<file path="src/rtl/seg_scan_display_if.sv">
// Bus between the status-register side and the 7-segment scan driver.
// With SEG_SCAN_BLINK_EN defined the bus also carries the per-digit blink mask.
interface seg_scan_display_if #(
   parameter int unsigned DIGITS = 8,
   parameter int unsigned SEL_W  = $clog2(DIGITS)
);
   logic [4*DIGITS-1:0] data;
   logic [DIGITS-1:0]   dp;
   logic [DIGITS-1:0]   blank;
   logic                load;
   logic                lz_en;
   logic [3:0]          brightness;
   logic [SEL_W-1:0]    which;
   logic [7:0]          seg;
   logic                frame_start;
`ifdef SEG_SCAN_BLINK_EN
   logic [DIGITS-1:0]   blink;

   modport master (
      output data, dp, blank, load, lz_en, brightness, blink,
      input  which, seg, frame_start
   );
   modport slave (
      input  data, dp, blank, load, lz_en, brightness, blink,
      output which, seg, frame_start
   );
`else
   modport master (
      output data, dp, blank, load, lz_en, brightness,
      input  which, seg, frame_start
   );
   modport slave (
      input  data, dp, blank, load, lz_en, brightness,
      output which, seg, frame_start
   );
`endif
endinterface

</file>
<file path="src/rtl/seg_scan_display.sv">
// Multiplexed 7-segment scan driver: frame-synchronous shadow loading, dp/blank masks,
// leading-zero suppression, 16-level PWM. Optional blink feature: define SEG_SCAN_BLINK_EN.
module seg_scan_display #(
   parameter int unsigned DIGITS     = 8,
   parameter int unsigned SCAN_LOG2  = 10,
   parameter bit          ACTIVE_LOW = 1'b1,
   parameter int unsigned SEL_W      = $clog2(DIGITS)
`ifdef SEG_SCAN_BLINK_EN
   ,
   parameter int unsigned BLINK_LOG2 = 6
`endif
) (
   input  logic clk,
   input  logic rst,
   seg_scan_display_if.slave disp
);

   logic [SCAN_LOG2-1:0] cnt, cnt_n;
   logic [SEL_W-1:0]     which_q, which_n;
   logic [7:0]           seg_q, seg_n;
   logic                 fs_q;
   logic                 pending, pending_n;
   logic [4*DIGITS-1:0]  sh_data, sh_data_n, cm_data, cm_data_n;
   logic [DIGITS-1:0]    sh_dp, sh_dp_n, cm_dp, cm_dp_n;
   logic [DIGITS-1:0]    sh_blank, sh_blank_n, cm_blank, cm_blank_n;
   logic                 tick, wrap;
   logic                 zero_run, lz_dark, dp_bit, dark, lit;
   logic [3:0]           nib;
   logic [7:0]           on;
`ifdef SEG_SCAN_BLINK_EN
   logic [BLINK_LOG2-1:0] fcnt, fcnt_n;
`endif

   function automatic logic [6:0] glyph(input logic [3:0] v);
      case (v)
         4'h0:    glyph = 7'b1111110;
         4'h1:    glyph = 7'b0110000;
         4'h2:    glyph = 7'b1101101;
         4'h3:    glyph = 7'b1111001;
         4'h4:    glyph = 7'b0110011;
         4'h5:    glyph = 7'b1011011;
         4'h6:    glyph = 7'b1011111;
         4'h7:    glyph = 7'b1110000;
         4'h8:    glyph = 7'b1111111;
         4'h9:    glyph = 7'b1111011;
         4'hA:    glyph = 7'b1110111;
         4'hB:    glyph = 7'b0011111;
         4'hC:    glyph = 7'b1001110;
         4'hD:    glyph = 7'b0111101;
         4'hE:    glyph = 7'b1001111;
         default: glyph = 7'b1000111;
      endcase
   endfunction

   assign tick = &cnt;
   assign wrap = tick && (which_q == SEL_W'(DIGITS - 1));

   // seg is decoded from the next-state values (which, cnt, committed data) so the
   // registered seg and which always describe the same digit slot and PWM phase.
   always_comb begin
      cnt_n   = cnt + SCAN_LOG2'(1);
      which_n = which_q;
      if (tick) which_n = wrap ? '0 : which_q + SEL_W'(1);

      sh_data_n  = disp.load ? disp.data  : sh_data;
      sh_dp_n    = disp.load ? disp.dp    : sh_dp;
      sh_blank_n = disp.load ? disp.blank : sh_blank;
      pending_n  = pending | disp.load;
      cm_data_n  = cm_data;
      cm_dp_n    = cm_dp;
      cm_blank_n = cm_blank;
      // A load on the wrap tick goes straight through the shadow into the committed set.
      if (wrap && pending_n) begin
         cm_data_n  = sh_data_n;
         cm_dp_n    = sh_dp_n;
         cm_blank_n = sh_blank_n;
         pending_n  = 1'b0;
      end
`ifdef SEG_SCAN_BLINK_EN
      // Advances on the same edge that raises frame_start.
      fcnt_n = wrap ? fcnt + BLINK_LOG2'(1) : fcnt;
`endif

      zero_run = 1'b1;
      lz_dark  = 1'b0;
      dp_bit   = 1'b0;
      dark     = 1'b0;
      nib      = '0;
      for (int unsigned i = 0; i < DIGITS; i++) begin
         zero_run = zero_run & (cm_data_n[4*(DIGITS-1-i) +: 4] == 4'h0);
         if (SEL_W'(i) == which_n) begin
            nib     = cm_data_n[4*(DIGITS-1-i) +: 4];
            dp_bit  = cm_dp_n[DIGITS-1-i];
            dark    = cm_blank_n[DIGITS-1-i];
            lz_dark = disp.lz_en & zero_run & (i < DIGITS - 1);
`ifdef SEG_SCAN_BLINK_EN
            dark    = dark | (disp.blink[DIGITS-1-i] & fcnt_n[BLINK_LOG2-1]);
`endif
         end
      end

      lit = cnt_n[SCAN_LOG2-1 -: 4] <= disp.brightness;
      on  = {lz_dark ? 7'h00 : glyph(nib), dp_bit};
      if (dark || !lit) on = '0;
      seg_n = ACTIVE_LOW ? ~on : on;
   end

   always_ff @(posedge clk) begin
      if (rst) begin
         cnt      <= '0;
         which_q  <= '0;
         seg_q    <= {8{ACTIVE_LOW}};
         fs_q     <= 1'b0;
         pending  <= 1'b0;
         sh_data  <= '0;
         sh_dp    <= '0;
         sh_blank <= '1;
         cm_data  <= '0;
         cm_dp    <= '0;
         cm_blank <= '1;
`ifdef SEG_SCAN_BLINK_EN
         fcnt     <= '0;
`endif
      end else begin
         cnt      <= cnt_n;
         which_q  <= which_n;
         seg_q    <= seg_n;
         fs_q     <= wrap;
         pending  <= pending_n;
         sh_data  <= sh_data_n;
         sh_dp    <= sh_dp_n;
         sh_blank <= sh_blank_n;
         cm_data  <= cm_data_n;
         cm_dp    <= cm_dp_n;
         cm_blank <= cm_blank_n;
`ifdef SEG_SCAN_BLINK_EN
         fcnt     <= fcnt_n;
`endif
      end
   end

   assign disp.which       = which_q;
   assign disp.seg         = seg_q;
   assign disp.frame_start = fs_q;

endmodule

</file>
<file path="src/flat_wrapper.sv">
// flat-port wrapper written by rule: the top's interface ports become plain ports
module seg_scan_display_flat 
#(
   parameter int unsigned DIGITS     = 8,
   parameter int unsigned SCAN_LOG2  = 10,
   parameter bit          ACTIVE_LOW = 1'b1,
   parameter int unsigned SEL_W      = $clog2(DIGITS)

)
  (clk, rst, disp_data, disp_dp, disp_blank, disp_load, disp_lz_en, disp_brightness, disp_which, disp_seg, disp_frame_start);
  seg_scan_display_if #(.DIGITS(DIGITS), .SEL_W(SEL_W)) disp_i ();
  input  logic clk;
  input  logic rst;
  input wire logic [$bits(disp_i.data)-1:0] disp_data;
  input wire logic [$bits(disp_i.dp)-1:0] disp_dp;
  input wire logic [$bits(disp_i.blank)-1:0] disp_blank;
  input wire logic [$bits(disp_i.load)-1:0] disp_load;
  input wire logic [$bits(disp_i.lz_en)-1:0] disp_lz_en;
  input wire logic [$bits(disp_i.brightness)-1:0] disp_brightness;
  output wire logic [$bits(disp_i.which)-1:0] disp_which;
  output wire logic [$bits(disp_i.seg)-1:0] disp_seg;
  output wire logic [$bits(disp_i.frame_start)-1:0] disp_frame_start;
  assign disp_i.data = disp_data;
  assign disp_i.dp = disp_dp;
  assign disp_i.blank = disp_blank;
  assign disp_i.load = disp_load;
  assign disp_i.lz_en = disp_lz_en;
  assign disp_i.brightness = disp_brightness;
  assign disp_which = disp_i.which;
  assign disp_seg = disp_i.seg;
  assign disp_frame_start = disp_i.frame_start;
  seg_scan_display #(.DIGITS(DIGITS), .SCAN_LOG2(SCAN_LOG2), .ACTIVE_LOW(ACTIVE_LOW), .SEL_W(SEL_W)) u_core (.clk(clk), .rst(rst), .disp(disp_i));
endmodule
</file>
<file path="config.mk">
export PLATFORM = sky130hd
export DESIGN_NAME = seg_scan_display_flat
export DESIGN_NICKNAME = d
export VERILOG_FILES = /design/src/rtl/seg_scan_display_if.sv /design/src/rtl/seg_scan_display.sv /design/src/flat_wrapper.sv
export SDC_FILE = /design/constraint.sdc
export NUM_CORES = 1
export LEC_CHECK = 0
export CAP_MARGIN = 20
export CELL_PAD_IN_SITES_DETAIL_PLACEMENT = 1
export CELL_PAD_IN_SITES_GLOBAL_PLACEMENT = 2
export CORE_ASPECT_RATIO = 1.4
export CORE_UTILIZATION = 32
export CTS_BUF_LIST = sky130_fd_sc_hd__clkbuf_8
export CTS_CLUSTER_SIZE = 16
export DETAILED_ROUTE_END_ITERATION = 12
export PLACE_DENSITY_LB_ADDON = 0.1
export SYNTH_ARGS = -nofsm -noshare
export SYNTH_HDL_FRONTEND = slang
export SYNTH_SLANG_ARGS = --single-unit
</file>
<file path="constraint.sdc">
create_clock -name clk -period 3.45 [get_ports clk]
set_input_delay 0.345 -clock clk [delete_from_list [all_inputs] [get_ports clk]]
set_output_delay 0.345 -clock clk [all_outputs]
set_load 0.02 [all_outputs]
</file>
Yosys cells after proc, flatten, opt, wreduce, memory -nomap -nowiden. Memory sizes are Yosys's and may differ from the RTL's. Index checks and enable logic that the tools add are counted.

Mux-type cells: 42. $add $sub $neg: 2. $lt $le $gt $ge: 1. Reduce and logical (&&, ||, !) cells: 14. Eq/ne operators: 8. Bitwise logic cells: 15.

Operators with widths (count): 2-to-1 mux 32 bit (2); 2-to-1 mux 8 bit (5); 2-to-1 mux 4 bit (8); zero test 4 bit (7); 2-to-1 mux 1 bit (24); bitwise AND 1 bit (13); equality test 3 bit, first input constant (4); adder 10 x 1 -> 10 bit, second input constant (1); AND reduction 10 bit (1); NOT 8 bit (1); 2-to-1 mux 7 bit (1); equality test 2 x 3 -> 1 bit, first input constant (2); 2-to-1 mux 3 bit (2); less-or-equal comparator 4 bit (1); adder 3 x 1 -> 3 bit, second input constant (1); equality test 1 x 3 -> 1 bit, first input constant (1); equality test 3 bit, second input constant (1); zero test 3 bit (1); logical AND 1 bit (2); OR reduction 2 bit (1); zero test 1 bit (1); logical OR 1 bit (1); bitwise OR 1 bit (1).

Memories kept: 1. Bits in registers: 119. ROM bits: 112.

Memory list: (name not given) (depth 16, bits a word 7, rd ports 1, clocked after memory_dff 0, wr ports 0, RTL line seg_scan_display.sv:35) `case (v)`.

Longest topological paths before layout. Gate-level depths: netlist of the first run.

Depth in word-level cells: 17. Gate-level depth with buffers: 17.

Worst setup path before layout of the first run. Ideal clock, no wire load.

Path kind: register to register. Start point: reg u_core.which_q[0], in the netlist u_core.disp.which[0]. End point: reg u_core.seg_q[7], in the netlist u_core.disp.seg[7]. Clock period less this slack: 3418 ps. Path slack: 32 ps. Data arrival time: 3296 ps. Library setup time: 122 ps. Buffers on the path: 3. Stages on the path, launching flop included: 18. Required time: 3328 ps. Cells stage by stage: dfxtp_1 -> ha_1 -> ha_1 -> nor2_1 -> and4_1 -> buf_4 -> or2_1 -> buf_6 -> buf_2 -> nand2_1 -> a31oi_1 -> nand2_1 -> a221oi_2 -> inv_1 -> ha_1 -> or3b_1 -> o31ai_1 -> o21bai_1.

Cells in the longest elaborated chain, start to end: 17. Elaborated cells on any way between the ends: 65.

RTL lines: from (decl) (RTL line seg_scan_display.sv:19) `logic [SEL_W-1:0] which_q, which_n;`; from (signal assigned) (RTL line seg_scan_display.sv:126) `which_q <= which_n;`; branches (longest 15 deep; another with adder 3 x 1 -> 3 bit); 2-to-1 mux 8 bit (*) (RTL line seg_scan_display.sv:104) `if (dark || !lit) on = '0;`; NOT 8 bit (*) (RTL line seg_scan_display.sv:105) `seg_n = ACTIVE_LOW ? ~on : on;`; to (signal assigned) (RTL line seg_scan_display.sv:112) `seg_q <= {8{ACTIVE_LOW}};`; to (signal assigned) (RTL line seg_scan_display.sv:127) `seg_q <= seg_n;`; to (decl) (RTL line seg_scan_display.sv:20) `logic [7:0] seg_q, seg_n;`.

Mark *: on every way between the ends. A chain may end at the register's enable or synchronous reset.

Worst setup path after layout of the first run.
Start point: reg u_core.which_q[1], in the netlist u_core.disp.which[1]. End point: reg u_core.seg_q[6], in the netlist u_core.disp.seg[6].

The elaborated chain is that of the path after synthesis.

==> impl_metrics.py, run 1 <==
metrics = {
    "floorplanning": {
        "die_area_sq_um": 18130,
        "rows": 57,
        "coreArea_sq_um": 17260,
        "die_h_um": 158.9,
        "start_util_pct": 32.62,
        "die_w_um": 114.1,
        "ios": 68,
    },
    "timing": {
        "timing.final.crit_share_pct": 95.82,
        "slew_viol_final": 0,
        "min_period_ns": 3.306,
        "hold_viol_final": 0,
        "skew_ns": 0.01050,
        "hold_slack_ns": 0.3032,
        "max_freq_ghz": 0.3025,
        "tightest_slew_ns": 0.8048,
        "slew_headroom_pct": 46.34,
        "setup_viol": 0,
    },
    "detailed_routing": {
        "wl_per_cell_um": 18.46,
        "drt_iter0_markers": 204,
        "drt_first_pass_iters": 4,
        "drtAntennaViolNets": 0,
        "viasPerCell": 5.037,
        "num_vias": 4921,
        "finalWirelength_um": 18030,
        "drc": 0,
    },
    "final_layout": {
        "finish.utilization_pct": 43.99,
        "fillers": 2014,
        "layout-drive-gt1-share_pct": 23.89,
        "nets": 798,
        "layout_common_cells": "114 x nor2_1, 111 x dfxtp_1, 65 x clkdlybuf4s50_1, 65 x buf_4, 51 x mux2i_1",
        "final_common_cell": "nor2_1",
        "synthToLayoutAreaGrowth_pct": 34.87,
        "antenna_cells": 0,
    },
    "power": {
        "p_per_area_nw_per_um2": 369.5,
        "p_leak_nw": 3.045,
        "vdd_drop_max_uv": 148.2,
    },
    "worst_setup_path": {
        "path_delay_family": "compound AO/OA/AOI/OAI gates",
        "cp-end-kind": "register",
        "crit_buf_inv": 3,
        "crit_arrival_ns": 3.65,
        "timing.critical_path.fanout_max": 7,
        "crit_required_ns": 3.79,
        "criticalPathCategory": "register to register",
        "critPathLaunchType": "register",
        "critPathMaxStageDelay_ns": 0.38,
        "crit_slowest_cell": "a221o_1",
        "path_cells": "ha_1 > ha_2 > buf_6 > o21ai_2 > nor4_4 > buf_4 > buf_12 > mux2i_4 > o22a_1 > o211ai_1 > a221o_1 > or2_2 > o211a_1 > a311o_1",
    },
    "clock_network": {
        "clock-root-buffer": "clkbuf_8",
        "cts_htree_levels": 4,
        "hold_buffers": 0,
        "clock-sinks": 119,
        "clock_latency_ns": 0.45,
        "cts_tree": "yes",
        "clk_path_buf_depth": 2,
        "cts.reportedPaths.clkPinSlew_ns": 0.08,
        "cts_buffers": 17,
    },
    "global_route": {
        "grtUsageMet3_pct": 4.035,
        "antenna_found_initial": 0,
        "first_global_vias": 5105,
        "met1_usage_pct": 23.42,
        "grt_usage_pct": 19.99,
        "grt-ovfl-total": 0,
        "grtUsageMet2_pct": 36.31,
        "grt_first_pass_wirelength_um": 27500,
        "grt_max_degree": 77,
        "top_usage_layer": "met2",
    },
    "synth": {
        "synth-edff-count": 0,
        "synth.avg_cell_area_sq_um": 9.289,
        "syn-num-nets": 675,
        "synth_seq_cells": 119,
        "synth_top_area_share_pct": 42.32,
        "yosysWarningCount": 0,
        "yosys-top-cells-area": "dfxtp_1 42%, mux2i_1 10%, nor2_1 7.7%",
        "synthFlopType": "dfxtp_1",
        "syn-cell-area_sq_um": 5629,
        "async_flop_share_pct": 0,
        "syn_inst": 606,
        "synth_cell_types": 77,
        "ys_seq_area_share_pct": 42.32,
        "synth_area_leader_cell": "dfxtp_1",
    },
    "placed_design": {
        "io_buffers": 67,
        "place.gp.congestion": 0.8551,
        "hpwl_um": 12940,
    },
    "worst_hold_path": {
        "min_path_type": "input pin to register",
    },
    "run": {
        "maxCapViolCount": 0,
    },
    "outcome": {
        "status": "finished, final reports clean",
    },
}
## where the power goes
part	internal, W	total [W]	switching, W
sequential	0.00141	0.00143	0.0000153
clock	0.000554	0.00115	0.000598
combinational	0.000124	0.000228	0.000104
total	0.00209	0.00281	0.000717
## cell usage after synthesis (all sizes together), types with 3 or more instances
| master | count |
|---|---|
| a2111oi | 3 |
| a211o | 4 |
| a21oi | 25 |
| a221o | 3 |
| a221oi | 3 |
| a22oi | 4 |
| a311o | 4 |
| a31oi | 8 |
| a32oi | 3 |
| and3 | 3 |
| and4 | 4 |
| buf | 18 |
| clkbuf | 15 |
| dfxtp | 119 |
| ha | 13 |
| inv | 14 |
| mux2 | 16 |
| mux2i | 58 |
| nand2 | 28 |
| nand2b | 15 |
| nand3 | 8 |
| nand4 | 4 |
| nor2 | 116 |
| nor2b | 23 |
| nor3 | 7 |
| nor4 | 9 |
| o211ai | 6 |
| o21ai | 16 |
| o221ai | 3 |
| o22ai | 4 |
| o31ai | 3 |
| or2 | 6 |
| or4 | 5 |
| xor2 | 5 |
## flip-flops by register name, summed over array words and instances (netlist names), 8 cells and up
name	flops
u_core.cm_blank	8
u_core.cm_data	32
u_core.cm_dp	8
u_core.cnt	10
u_core.disp.seg	8
u_core.sh_blank	8
u_core.sh_data	32
u_core.sh_dp	8
## logic make-up after synthesis
family	after synthesis	synth area share [%]
AND/OR/NAND/NOR	234	20.58
flip-flops	119	42.32
multiplexers	75	13.91
adder cells (fa/ha/maj)	13	2.890
XOR/XNOR	7	1.089
AO/OA/AOI/OAI	110	15.14
buffers and inverters	48	4.067
## cell type report
| type | count | area [sq um] | share of cell area (%) |
|---|---|---|---|
| Clock inverter | 14 | 111.4 | 1.467 |
| Multi-Input combinational cell | 439 | 3238 | 42.65 |
| Timing Repair Buffer | 137 | 1265 | 16.66 |
| Tap cell | 236 | 295.3 | 3.889 |
| Sequential cell | 119 | 2392 | 31.51 |
| Inverter | 15 | 56.30 | 0.7416 |
| Clock buffer | 17 | 234.0 | 3.082 |
## worst paths after layout
check | start | endpoint | slack [ns] | cells past startpoint
setup / recovery | u_core.disp.which[1] | u_core.disp.seg[6] | 0.14 | 14
hold reg to reg | u_core.cnt[0] | u_core.cnt[0] | 0.46 | 1
hold / removal | rst | u_core.cnt[0] | 0.30 | 2
setup reg to reg | u_core.disp.which[1] | u_core.disp.seg[6] | 0.14 | 14
## repair_timing
action / 4_1_cts / 5_1_grt
resized for setup: 9 / 47
endpoints found under the setup margin: 7 / 7
cloned: 0 / 2
pin swaps: 2 / 12
setup buffers: 2 / 19
## stage by stage
stage               setup TNS, ns  cell area (sq um)  setup slack, ns  power, W  instances
floorplan                       0               5629          0.03182  0.001569        606
global placement           -1.462               6805          -0.2544  0.001676        923
detailed placement         -1.097               6817          -0.2073  0.001682        924
CTS                      -0.02884               7199         -0.01038  0.002844        957
global route             -0.04404               7592         -0.01567  0.002921        977
finish                          0               7592           0.1442  0.002805        977
## routing by layer
metal | wire length, um | part of all wire [%]
met4 | 259 | 1.4
met3 | 639 | 3.5
met5 | 0 | 0
met2 | 9671 | 54
met1 | 7460 | 41
(Power assumes the default switching activity.)
==> inputs of run 2 (changes only) <==
- ABC_CLOCK_PERIOD_IN_PS: not set -> 3450
- CORE_UTILIZATION: 32 -> 37
- DONT_BUFFER_PORTS: not set -> 1
==> impl_metrics.py, run 2 (same netlist as run 1, synthesis figures left out) <==
metrics = {
    "timing": {
        "tightest_slew_ns": 0.6589,
        "final.setup.tns_ns": 0,
        "setup_viol": 0,
        "hold_viol_final": 0,
        "max_freq_ghz": 0.3065,
        "slew_viol_final": 0,
        "min_period_ns": 3.262,
        "timing.final.crit_share_pct": 94.56,
        "skew_ns": 0.01112,
        "fin_ws_ns": 0.1876,
        "slew_headroom_pct": 54.82,
    },
    "global_route": {
        "grt-ovfl-total": 0,
        "antenna_found_initial": 0,
        "grt_max_degree": 96,
        "grt_first_pass_wirelength_um": 25880,
        "first_global_vias": 4897,
        "grt_usage_pct": 21.53,
    },
    "final_layout": {
        "antenna_cells": 0,
        "final_common_cell": "dfxtp_1",
        "top_regs": "u_core.cm_data: 32 flops, u_core.sh_data: 32 flops, u_core.cnt: 10 flops",
        "postLayoutCellArea_sq_um": 6725,
        "synthToLayoutAreaGrowth_pct": 19.47,
        "finish.utilization_pct": 45.07,
        "layout_common_cells": "118 x dfxtp_1, 114 x nor2_1, 63 x buf_4",
        "fillers": 1737,
        "nets": 726,
        "layout-drive-gt1-share_pct": 21.94,
    },
    "clock_network": {
        "cts_tree": "yes",
        "clock_latency_ns": 0.44,
        "clk_path_buf_depth": 2,
        "cts_buffers": 17,
        "clock-sinks": 119,
        "cts.reportedPaths.clkPinSlew_ns": 0.08,
        "cts_htree_levels": 4,
        "clock-root-buffer": "clkbuf_8",
    },
    "outcome": {
        "status": "finished, final reports clean",
    },
    "power": {
        "vdd_drop_max_uv": 203.7,
        "p_per_area_nw_per_um2": 443.9,
        "total_power_w": 0.002985,
        "p_leak_nw": 2.776,
    },
    "worst_setup_path": {
        "crit_required_ns": 3.77,
        "critPathLaunchType": "register",
        "crit_buf_inv": 2,
        "path_cells": "ha_1 > ha_1 > and4_1 > nand4_2 > buf_4 > mux2i_2 > o21ai_1 > a2111oi_4 > a221oi_4 > inv_2 > ha_1 > or3b_1 > o31ai_1 > o21bai_1",
        "critPathMaxStageDelay_ns": 0.38,
        "cp-end-kind": "register",
        "crit_top_cell": "ha_1",
        "crit_arrival_ns": 3.59,
        "timing.critical_path.fanout_max": 7,
        "crit_slowest_cell": "or3b_1",
        "path_delay_family": "compound AO/OA/AOI/OAI gates",
        "criticalPathCategory": "register to register",
    },
    "floorplanning": {
        "ios": 68,
        "coreArea_sq_um": 14920,
        "die_h_um": 147.9,
        "start_util_pct": 37.73,
        "die_w_um": 106.2,
        "die_area_sq_um": 15720,
        "rows": 53,
    },
    "detailed_routing": {
        "drt_first_pass_iters": 4,
        "viasPerCell": 5.386,
        "drtAntennaViolNets": 0,
        "drc": 0,
        "finalWirelength_um": 16000,
        "num_vias": 4643,
        "wl_per_cell_um": 18.56,
        "drt_iter0_markers": 178,
    },
    "worst_hold_path": {
        "min_path_type": "input pin to register",
    },
    "placed_design": {
        "dpl-instance-area_sq_um": 6162,
        "place.gp.congestion": 0.8772,
        "dpl_worst_slack_ns": -0.1042,
        "io_buffers": 0,
        "hpwl_um": 11980,
    },
    "run": {
        "maxCapViolCount": 0,
    },
}
run 2: cell count changes in the layout (fill, tap and decap cells not counted), moves of 5 or more:
cell / before / now
dfxtp_1: 111 / 118
dfxtp_2: 8 / 1
mux2i_4: 6 / 0
mux2i_1: 51 / 57
clkinv_2: 6 / 1
clkdlybuf4s50_1: 65 / 0
run 2: stage by stage:
| step | std cells | hold WS [ns] |
|---|---|---|
| finish | 862 | 0.07360 |
| global route | 862 | 0.07361 |
| CTS | 861 | 0.05544 |
| detailed placement | 827 | 0.4292 |
| global placement | 827 | 0.4247 |
| floorplan | 606 | 0.4175 |
run 2: metal layers:
layer | track usage [%] | routed length, um | vias to the layer above
li1 | - | - | 2260
met1 | 25.55 | 6849 | 2267
met2 | 36.72 | 8086 | 85
met3 | 4.497 | 497 | 31
met4 | 10.35 | 568 | 0
met5 | 0 | 0 | -
run 2: repair_timing:
action,in CTS,in global routing
resized for setup,1,15
gates cloned,0,0
hold endpoints to repair,95,0
hold buffers,2,0
setup buffers,0,1
pin swaps,0,5
setup endpoints to repair,8,8
run 2: layout make-up:
class                           count  area (sq um)  area share (%)
Multi-Input combinational cell    439          3089           45.93
Sequential cell                   119          2384           35.44
Timing Repair Buffer               65         510.5           7.591
Clock buffer                       18         247.7           3.684
Tap cell                          192         240.2           3.572
Clock inverter                     14         197.7           2.940
Inverter                           15         56.30          0.8372
run 2: path summary, 6_finish.rpt:
kind	start	slack, ns	cells past startpoint	end
setup reg to reg	u_core.disp.which[1]	0.19	14	u_core.disp.seg[7]
hold reg to reg	u_core.cm_blank[7]	0.47	1	u_core.cm_blank[7]
setup / recovery	u_core.disp.which[1]	0.19	14	u_core.disp.seg[7]
hold / removal	disp_dp[6]	0.07	2	u_core.sh_dp[6]
run 2: report_power, final:
| part | switching, W | total (W) | internal (W) |
|---|---|---|---|
| combinational | 0.0000703 | 0.000139 | 0.0000683 |
| clock | 0.000609 | 0.00142 | 0.000813 |
| sequential | 0.0000145 | 0.00142 | 0.00141 |
run 2: worst register-to-register path, delay by kind of cell (launching register included):
family | cells | cell delay [ns]
compound gates | 5 | 0.85
simple gates | 3 | 0.81
fa+ha+maj | 3 | 0.60
buf+inv | 2 | 0.37
flops | 1 | 0.34
mux | 1 | 0.18
==> inputs of run 3 (changes only) <==
- ABC_CLOCK_PERIOD_IN_PS: 3450 -> not set
==> results of run 3 <==
The final DEF is identical to that of run 2; final timing and power are the same.
